### config.mk
export PLATFORM = sky130hd
export DESIGN_NAME = sum_ram_reader_flat
export DESIGN_NICKNAME = d
export VERILOG_FILES = /design/src/rtl/cnna_pkg.sv /design/src/rtl/sum_ram_reader_if.sv /design/src/rtl/sum_rd_fifo.sv /design/src/rtl/sum_ram_reader.sv /design/src/flat_wrapper.sv
export SDC_FILE = /design/constraint.sdc
export NUM_CORES = 1
export LEC_CHECK = 0
export BUFFER_PORTS_ARGS = -buffer_cell sky130_fd_sc_hd__buf_4
export CAP_MARGIN = 30
export CORE_ASPECT_RATIO = 1.2
export CORE_MARGIN = 10
export CORE_UTILIZATION = 45
export DETAILED_ROUTE_END_ITERATION = 10
export GPL_TIMING_DRIVEN = 1
export HOLD_SLACK_MARGIN = 0.15
export PLACE_DENSITY = 0.69
export RECOVER_POWER = 50
export SLEW_MARGIN = 0
export SYNTH_ARGS = -nofsm -noshare
export SYNTH_HDL_FRONTEND = slang
export SYNTH_HIERARCHICAL = 1
export SYNTH_SLANG_ARGS = --single-unit
### constraint.sdc
create_clock -name I_clk -period 4.78 [get_ports I_clk]
set_input_delay 0.956 -clock I_clk [delete_from_list [all_inputs] [get_ports I_clk]]
set_output_delay 0.956 -clock I_clk [all_outputs]
set_load 0.005 [all_outputs]
### src/rtl/cnna_pkg.sv
// Shared constants for the CNN accelerator datapath blocks: FSM encodings
// used by the sum RAM reader and the depth of its output FIFO.
package cnna_pkg;

    // Output FIFO depth; also the credit limit for outstanding reads.
    localparam int FIFO_DEPTH = 4;

    // Sum RAM reader FSM encodings.
    localparam logic [1:0] ST_IDLE  = 2'd0;
    localparam logic [1:0] ST_READ  = 2'd1;
    localparam logic [1:0] ST_DRAIN = 2'd2;
    localparam logic [1:0] ST_DONE  = 2'd3;

endpackage

### src/rtl/sum_ram_reader_if.sv
// Bus bundle for the sum RAM reader: control, RAM read port and output stream.
//
// Handshake: the output stream uses valid/ready. A word transfers on a rising
// clock edge where O_dv and I_ready are both high. Once O_dv rises it stays
// high, and O_dout stays constant, until that word transfers. I_ready may be
// driven independently of O_dv.
interface sum_ram_reader_if #(
    parameter int C_DSIZE = 24,
    parameter int C_OSIZE = 8,
    parameter int C_ASIZE = 10
);
    logic               I_start;
    logic [C_ASIZE:0]   I_len;
    logic [4:0]         I_shift;
    logic [C_ASIZE-1:0] O_raddr;
    logic               O_ren;
    logic [C_DSIZE-1:0] I_rdata;
    logic [C_OSIZE-1:0] O_dout;
    logic               O_dv;
    logic               I_ready;
    logic               O_busy;
    logic               O_done;
    logic [1:0]         O_state;

    // DUT side
    modport slave (
        input  I_start, I_len, I_shift, I_rdata, I_ready,
        output O_raddr, O_ren, O_dout, O_dv, O_busy, O_done, O_state
    );

    // Controller / RAM / consumer side
    modport master (
        output I_start, I_len, I_shift, I_rdata, I_ready,
        input  O_raddr, O_ren, O_dout, O_dv, O_busy, O_done, O_state
    );
endinterface

### src/rtl/sum_rd_fifo.sv
// 4-entry shifting FIFO. Entry 0 is the head, so the output is a register.
// Simultaneous push and pop keep occupancy unchanged, including when full.
module sum_rd_fifo #(
    parameter int C_W = 8
) (
    input  logic           I_clk,
    input  logic           I_rst,
    input  logic           I_push,
    input  logic [C_W-1:0] I_din,
    input  logic           I_pop,
    output logic [C_W-1:0] O_dout,
    output logic           O_empty,
    output logic [2:0]     O_count
);
    import cnna_pkg::*;

    logic [C_W-1:0] r_data [FIFO_DEPTH];
    logic [C_W-1:0] w_next [FIFO_DEPTH];
    logic [2:0]     r_cnt;
    logic [2:0]     w_cnt_n;
    logic           w_do_pop;
    logic           w_do_push;
    logic [1:0]     w_wr_idx;

    assign w_do_pop  = I_pop && (r_cnt != 3'd0);
    assign w_do_push = I_push && ((r_cnt != 3'(FIFO_DEPTH)) || w_do_pop);
    // When full and popping, cnt[1:0] is 0 and the subtraction wraps to 3.
    assign w_wr_idx  = r_cnt[1:0] - {1'b0, w_do_pop};

    assign O_dout  = r_data[0];
    assign O_empty = (r_cnt == 3'd0);
    assign O_count = r_cnt;

    // Next-state of the entry array: shift toward the head on pop, then write.
    always_comb begin
        w_next  = r_data;
        w_cnt_n = r_cnt;
        if (w_do_pop) begin
            for (int i = 0; i < FIFO_DEPTH - 1; i++) begin
                w_next[i] = r_data[i+1];
            end
        end
        if (w_do_push) begin
            w_next[w_wr_idx] = I_din;
        end
        case ({w_do_push, w_do_pop})
            2'b10:   w_cnt_n = r_cnt + 3'd1;
            2'b01:   w_cnt_n = r_cnt - 3'd1;
            default: w_cnt_n = r_cnt;
        endcase
    end

    // Entry and occupancy registers.
    always_ff @(posedge I_clk) begin
        if (I_rst) begin
            for (int i = 0; i < FIFO_DEPTH; i++) begin
                r_data[i] <= '0;
            end
            r_cnt <= 3'd0;
        end else begin
            r_data <= w_next;
            r_cnt  <= w_cnt_n;
        end
    end
endmodule

### src/rtl/sum_ram_reader.sv
// Drains accumulated sums from the sum RAM, shifts and saturates each one to
// the output width, and streams the result with a valid/ready handshake.
// Reads are credit-limited so returning data always has room in the FIFO.
module sum_ram_reader #(
    parameter int C_DSIZE = 24,
    parameter int C_OSIZE = 8,
    parameter int C_ASIZE = 10,
    parameter int C_RLAT  = 2
) (
    input logic              I_clk,
    input logic              I_rst,
    sum_ram_reader_if.slave  bus
);
    import cnna_pkg::*;

    localparam logic [C_ASIZE:0]   L_ONE_LEN  = 1;
    localparam logic [C_ASIZE-1:0] L_ONE_ADDR = 1;
    localparam logic signed [C_DSIZE-1:0] L_MAX =
        {{(C_DSIZE-C_OSIZE+1){1'b0}}, {(C_OSIZE-1){1'b1}}};
    localparam logic signed [C_DSIZE-1:0] L_MIN =
        {{(C_DSIZE-C_OSIZE+1){1'b1}}, {(C_OSIZE-1){1'b0}}};

    logic [1:0]          r_state;
    logic [C_ASIZE:0]    r_len;
    logic [4:0]          r_shift;
    logic [C_ASIZE-1:0]  r_addr;
    logic [C_RLAT-1:0]   r_vsr;
    logic [2:0]          r_infl;

    logic [2:0]          w_fifo_cnt;
    logic                w_fifo_empty;
    logic [C_OSIZE-1:0]  w_fifo_dout;
    logic                w_credit;
    logic                w_ren;
    logic                w_last;
    logic                w_ret;
    logic                w_pop;
    logic signed [C_DSIZE-1:0] w_sh;
    logic [C_OSIZE-1:0]  w_sat;

    // Outstanding reads plus buffered words must stay below the FIFO depth.
    assign w_credit = ({1'b0, r_infl} + {1'b0, w_fifo_cnt}) < 4'(FIFO_DEPTH);
    assign w_ren    = (r_state == ST_READ) && w_credit;
    assign w_last   = ({1'b0, r_addr} == (r_len - L_ONE_LEN));
    assign w_ret    = r_vsr[C_RLAT-1];
    assign w_pop    = !w_fifo_empty && bus.I_ready;

    // Arithmetic shift floors toward negative infinity; then clamp.
    assign w_sh  = $signed(bus.I_rdata) >>> r_shift;
    assign w_sat = (w_sh > L_MAX) ? L_MAX[C_OSIZE-1:0] :
                   (w_sh < L_MIN) ? L_MIN[C_OSIZE-1:0] : w_sh[C_OSIZE-1:0];

    assign bus.O_raddr = r_addr;
    assign bus.O_ren   = w_ren;
    assign bus.O_dout  = w_fifo_dout;
    assign bus.O_dv    = !w_fifo_empty;
    assign bus.O_busy  = (r_state != ST_IDLE);
    assign bus.O_done  = (r_state == ST_DONE);
    assign bus.O_state = r_state;

    // Control FSM: latch the job, issue addresses, wait for the pipe to empty.
    always_ff @(posedge I_clk) begin
        if (I_rst) begin
            r_state <= ST_IDLE;
            r_len   <= '0;
            r_shift <= '0;
            r_addr  <= '0;
        end else begin
            case (r_state)
                ST_IDLE: begin
                    if (bus.I_start) begin
                        r_len   <= bus.I_len;
                        r_shift <= bus.I_shift;
                        r_addr  <= '0;
                        r_state <= (bus.I_len == '0) ? ST_DONE : ST_READ;
                    end
                end
                ST_READ: begin
                    if (w_ren) begin
                        if (w_last) r_state <= ST_DRAIN;
                        else        r_addr  <= r_addr + L_ONE_ADDR;
                    end
                end
                ST_DRAIN: begin
                    if ((r_infl == 3'd0) && w_fifo_empty) r_state <= ST_DONE;
                end
                ST_DONE:  r_state <= ST_IDLE;
                default:  r_state <= ST_IDLE;
            endcase
        end
    end

    // Read-valid pipeline aligned with the RAM latency, plus in-flight count.
    always_ff @(posedge I_clk) begin
        if (I_rst) begin
            r_vsr  <= '0;
            r_infl <= 3'd0;
        end else begin
            r_vsr[0] <= w_ren;
            for (int i = 1; i < C_RLAT; i++) begin
                r_vsr[i] <= r_vsr[i-1];
            end
            case ({w_ren, w_ret})
                2'b10:   r_infl <= r_infl + 3'd1;
                2'b01:   r_infl <= r_infl - 3'd1;
                default: r_infl <= r_infl;
            endcase
        end
    end

    sum_rd_fifo #(.C_W(C_OSIZE)) u_fifo (
        .I_clk   (I_clk),
        .I_rst   (I_rst),
        .I_push  (w_ret),
        .I_din   (w_sat),
        .I_pop   (w_pop),
        .O_dout  (w_fifo_dout),
        .O_empty (w_fifo_empty),
        .O_count (w_fifo_cnt)
    );
endmodule

### src/flat_wrapper.sv
// flat-port wrapper written by rule: the top's interface ports become plain ports
module sum_ram_reader_flat import cnna_pkg::*;
#(
    parameter int C_DSIZE = 24,
    parameter int C_OSIZE = 8,
    parameter int C_ASIZE = 10,
    parameter int C_RLAT  = 2
)
  (I_clk, I_rst, bus_I_start, bus_I_len, bus_I_shift, bus_I_rdata, bus_I_ready, bus_O_raddr, bus_O_ren, bus_O_dout, bus_O_dv, bus_O_busy, bus_O_done, bus_O_state);
  sum_ram_reader_if #(.C_DSIZE(C_DSIZE), .C_OSIZE(C_OSIZE), .C_ASIZE(C_ASIZE)) bus_i ();
  input logic I_clk;
  input logic I_rst;
  input wire logic [$bits(bus_i.I_start)-1:0] bus_I_start;
  input wire logic [$bits(bus_i.I_len)-1:0] bus_I_len;
  input wire logic [$bits(bus_i.I_shift)-1:0] bus_I_shift;
  input wire logic [$bits(bus_i.I_rdata)-1:0] bus_I_rdata;
  input wire logic [$bits(bus_i.I_ready)-1:0] bus_I_ready;
  output wire logic [$bits(bus_i.O_raddr)-1:0] bus_O_raddr;
  output wire logic [$bits(bus_i.O_ren)-1:0] bus_O_ren;
  output wire logic [$bits(bus_i.O_dout)-1:0] bus_O_dout;
  output wire logic [$bits(bus_i.O_dv)-1:0] bus_O_dv;
  output wire logic [$bits(bus_i.O_busy)-1:0] bus_O_busy;
  output wire logic [$bits(bus_i.O_done)-1:0] bus_O_done;
  output wire logic [$bits(bus_i.O_state)-1:0] bus_O_state;
  assign bus_i.I_start = bus_I_start;
  assign bus_i.I_len = bus_I_len;
  assign bus_i.I_shift = bus_I_shift;
  assign bus_i.I_rdata = bus_I_rdata;
  assign bus_i.I_ready = bus_I_ready;
  assign bus_O_raddr = bus_i.O_raddr;
  assign bus_O_ren = bus_i.O_ren;
  assign bus_O_dout = bus_i.O_dout;
  assign bus_O_dv = bus_i.O_dv;
  assign bus_O_busy = bus_i.O_busy;
  assign bus_O_done = bus_i.O_done;
  assign bus_O_state = bus_i.O_state;
  sum_ram_reader #(.C_DSIZE(C_DSIZE), .C_OSIZE(C_OSIZE), .C_ASIZE(C_ASIZE), .C_RLAT(C_RLAT)) u_core (.I_clk(I_clk), .I_rst(I_rst), .bus(bus_i));
endmodule
==> impl_table.tex <==
\begin{tabular}{lr}
\hline
Metric & Value \\
\hline
\multicolumn{2}{l}{\textbf{Detailed routing}} \\
Routed wire length & about 15,000 um \\
Met2 Routed Length & about 7600 um \\
Total number of vias & roughly 5.2k \\
Metal3 WL & approximately 800 um \\
Detailed-route DRC error count & 0 \\
Topmost layer with routed signal wires & met4 \\
Antenna violation net count after detailed routing & 0 \\
Via density & slightly above 6 \\
Routed met1 length & 6349 um \\
Wirelength per Cell & about 17 um \\
Initial DRT Pass Iterations & 5 \\
Starting DRT DRC Count & 440 \\
\multicolumn{2}{l}{\textbf{Final layout}} \\
Number of filler cells placed in the layout & $\sim$1.1k \\
Synth-to-layout area growth & 13.62\% \\
Number of diodes added for antenna fixing & 0 \\
Multi-input combinational cell area & about 0.0035 mm2 \\
Final-stage net count & $\sim$750 \\
Design Area, Final & between 0.006 and 0.007 mm2 \\
Finished Core Util & between 50\% and 60\% \\
Fraction of final layout cells with drive strength greater than 1 & approximately 18\% \\
Sequential cell area & 0.001361 mm2 \\
\multicolumn{2}{l}{\textbf{Timing}} \\
Final Hold Slack & 0.4374 ns \\
Maximum clock frequency & 258.0 MHz \\
Final hold violation count & 0 \\
Fin crit period & 3.875 ns \\
Summed negative setup slack over all endpoints & 0 ns \\
Final cycle utilization of the critical path & between 80 and 90\% \\
RSZ-0062 raised after global routing & no \\
Setup-violating endpoint count in the final report & 0 \\
Max Clock Skew & about 0.0089 ns \\
Worst Max-Slew Pin Slew & around 1.5 ns \\
Slew Limit Headroom & -1.644\% \\
Pins Over Slew Limit & 33 \\
\multicolumn{2}{l}{\textbf{Global routing}} \\
Number of antenna violations at the first check in global routing & 0 \\
Pin count of the biggest net entering global routing & 33 \\
Global-route wire length before repair & around 25,000 um \\
Total track usage & roughly 17\% \\
Number of global-route vias before repair & 4,934 \\
Overflow after GRT & 0 \\
\multicolumn{2}{l}{\textbf{Yosys}} \\
Total of warnings raised by yosys & 6 \\
FF+latch count, synth & between 60 and 70 \\
Number of synthesized flops with an enable pin & 0 \\
Area fraction of the dominant cell type after synthesis & approximately 26\% \\
Syn Inst Count & between 600 and 700 \\
Proportion of synthesized flip-flops having asynchronous set or reset & 0\% \\
Predominant post-synthesis flop cell & sky130\_fd\_sc\_hd\_\_dfxtp\_1 \\
Average footprint of a synthesized cell & between 8 and 9 um2 \\
Summed instance area of the synthesized netlist & approximately 0.0053 mm2 \\
Post-synth cell types & 80 \\
Number of nets in the synthesized netlist & 723 \\
Top cells by area in the synthesized netlist & sky130\_fd\_sc\_hd\_\_dfxtp\_1 (26\%), sky130\_fd\_sc\_hd\_\_nand2\_1 (8.0\%), sky130\_fd\_sc\_hd\_\_a21oi\_1 (5.3\%) \\
Portion of the post-synthesis area used by sequential elements & 25.55\% \\
Library cell with the largest summed area after synthesis & sky130\_fd\_sc\_hd\_\_dfxtp\_1 \\
\multicolumn{2}{l}{\textbf{Clock network}} \\
CTS Hold Bufs & 0 \\
Clk slew on worst S/H paths & about 0.06 ns \\
CTS tree & built \\
Clock latency of the later-clocked register in the worst-skew pair & 0.33 ns \\
CTS H-tree depth & 3 \\
Number of cells upsized or downsized after cts & 0 \\
Sink Count & 68 \\
Cell at the root of the clock tree & sky130\_fd\_sc\_hd\_\_clkbuf\_16 \\
Number of buffers inserted during clock tree synthesis & 9 \\
Number of buffers on the longest clock path & 2 \\
Post-CTS setup buffer count & 0 \\
\multicolumn{2}{l}{\textbf{Placement}} \\
Placed wire-length estimate & 10,980 um \\
Placement Cell Area & 0.005771 mm2 \\
Count of buffers from port buffering & 67 \\
Routability Congestion & 0.9403 \\
\multicolumn{2}{l}{\textbf{Power}} \\
Pwr dens & just under 400 mW/mm2 \\
IR Drop Worst-Case VDD & between 0.2 and 0.3 mV \\
Total leakage power & about 2.2 nW \\
Total power & 2.362 mW \\
\multicolumn{2}{l}{\textbf{Floorplanning}} \\
Top Ports & 68 \\
Vertical die dimension & around 140 um \\
Starting Density & 46.07\% \\
Area of the core & approximately 0.012 mm2 \\
Number of rows in the core area & 43 \\
Die width & $\sim$120 um \\
Die area & 0.01661 mm2 \\
\multicolumn{2}{l}{\textbf{Outcome}} \\
Violations in the final reports & capacitance limit, slew limit \\
Run status & complete, but fails checks \\
\multicolumn{2}{l}{\textbf{Flow run}} \\
Max-Cap Viols & 1 \\
\multicolumn{2}{l}{\textbf{Critical path}} \\
Crit start category & flop \\
Required arrival time at the worst endpoint & 4.99 ns \\
Worst path slowest cell & sky130\_fd\_sc\_hd\_\_dfxtp\_1 \\
Critical Path Start & u\_core/u\_fifo/O\_count[1] \\
Maximum fanout encountered on the critical timing path & 26 \\
CP endpoint kind & flop \\
Count of buffer and inverter cells on the critical path & 2 \\
Crit-path leading delay family & compound AO/OA/AOI/OAI gates \\
Source of the worst register-to-register timing path & u\_core/u\_fifo/O\_count[1] \\
Arr. time, crit path & 4.09 ns \\
Category of the critical setup timing path & flop to flop \\
Delay of the slowest critical-path stage & around 0.71 ns \\
Critical Path, Cell by Cell & nor3\_1 > nor2b\_1 > o31ai\_4 > buf\_8 > inv\_2 > ha\_1 > nand2b\_1 > o31a\_4 > a221o\_1 \\
\multicolumn{2}{l}{\textbf{Worst hold path}} \\
Worst hold path class & flop to flop \\
HP Start & u\_core/r\_vsr[0] \\
\hline
\end{tabular}
[worst register-to-register path, cell delays in order (launching register included)]
cell and delay [ns]:
sky130_fd_sc_hd__dfxtp_1 0.71, sky130_fd_sc_hd__nor3_1 0.15, sky130_fd_sc_hd__nor2b_1 0.39, sky130_fd_sc_hd__o31ai_4 0.25, sky130_fd_sc_hd__buf_8 0.22, sky130_fd_sc_hd__inv_2 0.34, sky130_fd_sc_hd__ha_1 0.43, sky130_fd_sc_hd__nand2b_1 0.46
sky130_fd_sc_hd__o31a_4 0.51, sky130_fd_sc_hd__a221o_1 0.31
[per-layer routing]
layer / track usage, % / up-vias
li1: - / 2520
met1: 21.05 / 2457
met2: 30.27 / 180
met3: 3.910 / 17
met4: 4.453 / 0
met5: 0 / -
[cell usage after synthesis (all sizes together) (4+ instances only)]
| cell type | count |
|---|---|
| nand2 | 114 |
| dfxtp | 68 |
| a21oi | 56 |
| nor2 | 41 |
| buf | 35 |
| a31oi | 31 |
| mux2i | 25 |
| o41ai | 24 |
| o21ai | 22 |
| clkbuf | 21 |
| inv | 20 |
| nand2b | 14 |
| ha | 12 |
| nor3 | 12 |
| nand3 | 11 |
| xor2 | 11 |
| a221o | 10 |
| mux2 | 10 |
| xnor2 | 10 |
| nor2b | 9 |
| nor4 | 9 |
| mux4 | 8 |
| or3 | 8 |
| or4bb | 7 |
| a211oi | 5 |
| a22oi | 5 |
| o31ai | 5 |
| or4 | 5 |
| nor3b | 4 |
[power by group]
group	internal, mW	switching, mW
registers	0.625	0.0921
clock network	0.417	0.251
logic	0.418	0.560
[path summary, 6_finish.rpt]
check	end	depth (start not counted)	slack (ns)
worst max-delay path	flop	9	0.90
worst min-delay path	u_core/r_vsr[1]	1	0.44
worst max register to register	flop	9	0.90
worst min register to register	u_core/r_vsr[1]	1	0.44
[cell families after synthesis]
| family | after synthesis | synth area share (%) |
|---|---|---|
| xor+xnor | 21 | 3.733 |
| flops | 68 | 25.55 |
| compound gates | 187 | 25.10 |
| buf+inv | 77 | 7.748 |
| fa+ha+maj | 14 | 3.569 |
| simple gates | 255 | 24.11 |
| mux | 43 | 10.19 |
[per-stage QoR]
| stage | worst slack (ns) | std cells |
|---|---|---|
| floorplan | 1.460 | 665 |
| global placement | 0.7724 | 840 |
| detailed placement | 0.7822 | 841 |
| CTS | 0.9212 | 857 |
| global route | 0.6313 | 858 |
| finish | 0.9045 | 858 |
[layout make-up]
type	count	share of cell area (%)
clock buffer	10	3.947
clock inverter	6	1.054
sequential	68	22.48
multi-input combinational	520	58.52
timing repair buffer	76	9.444
inverter	21	1.302
tap	157	3.244
[placed cells by master, fill, tap and decap left out, types with 19 or more instances in the layout]
cell type and count:
sky130_fd_sc_hd__dfxtp_1 68, sky130_fd_sc_hd__nand2_1 114, sky130_fd_sc_hd__a21oi_1 56, sky130_fd_sc_hd__o41ai_1 24, sky130_fd_sc_hd__mux2i_1 25, sky130_fd_sc_hd__o21ai_0 22
sky130_fd_sc_hd__inv_1 19, sky130_fd_sc_hd__buf_4 50, sky130_fd_sc_hd__a31oi_1 27, sky130_fd_sc_hd__nor2_1 40
Power figures use the tool's default switching activity.
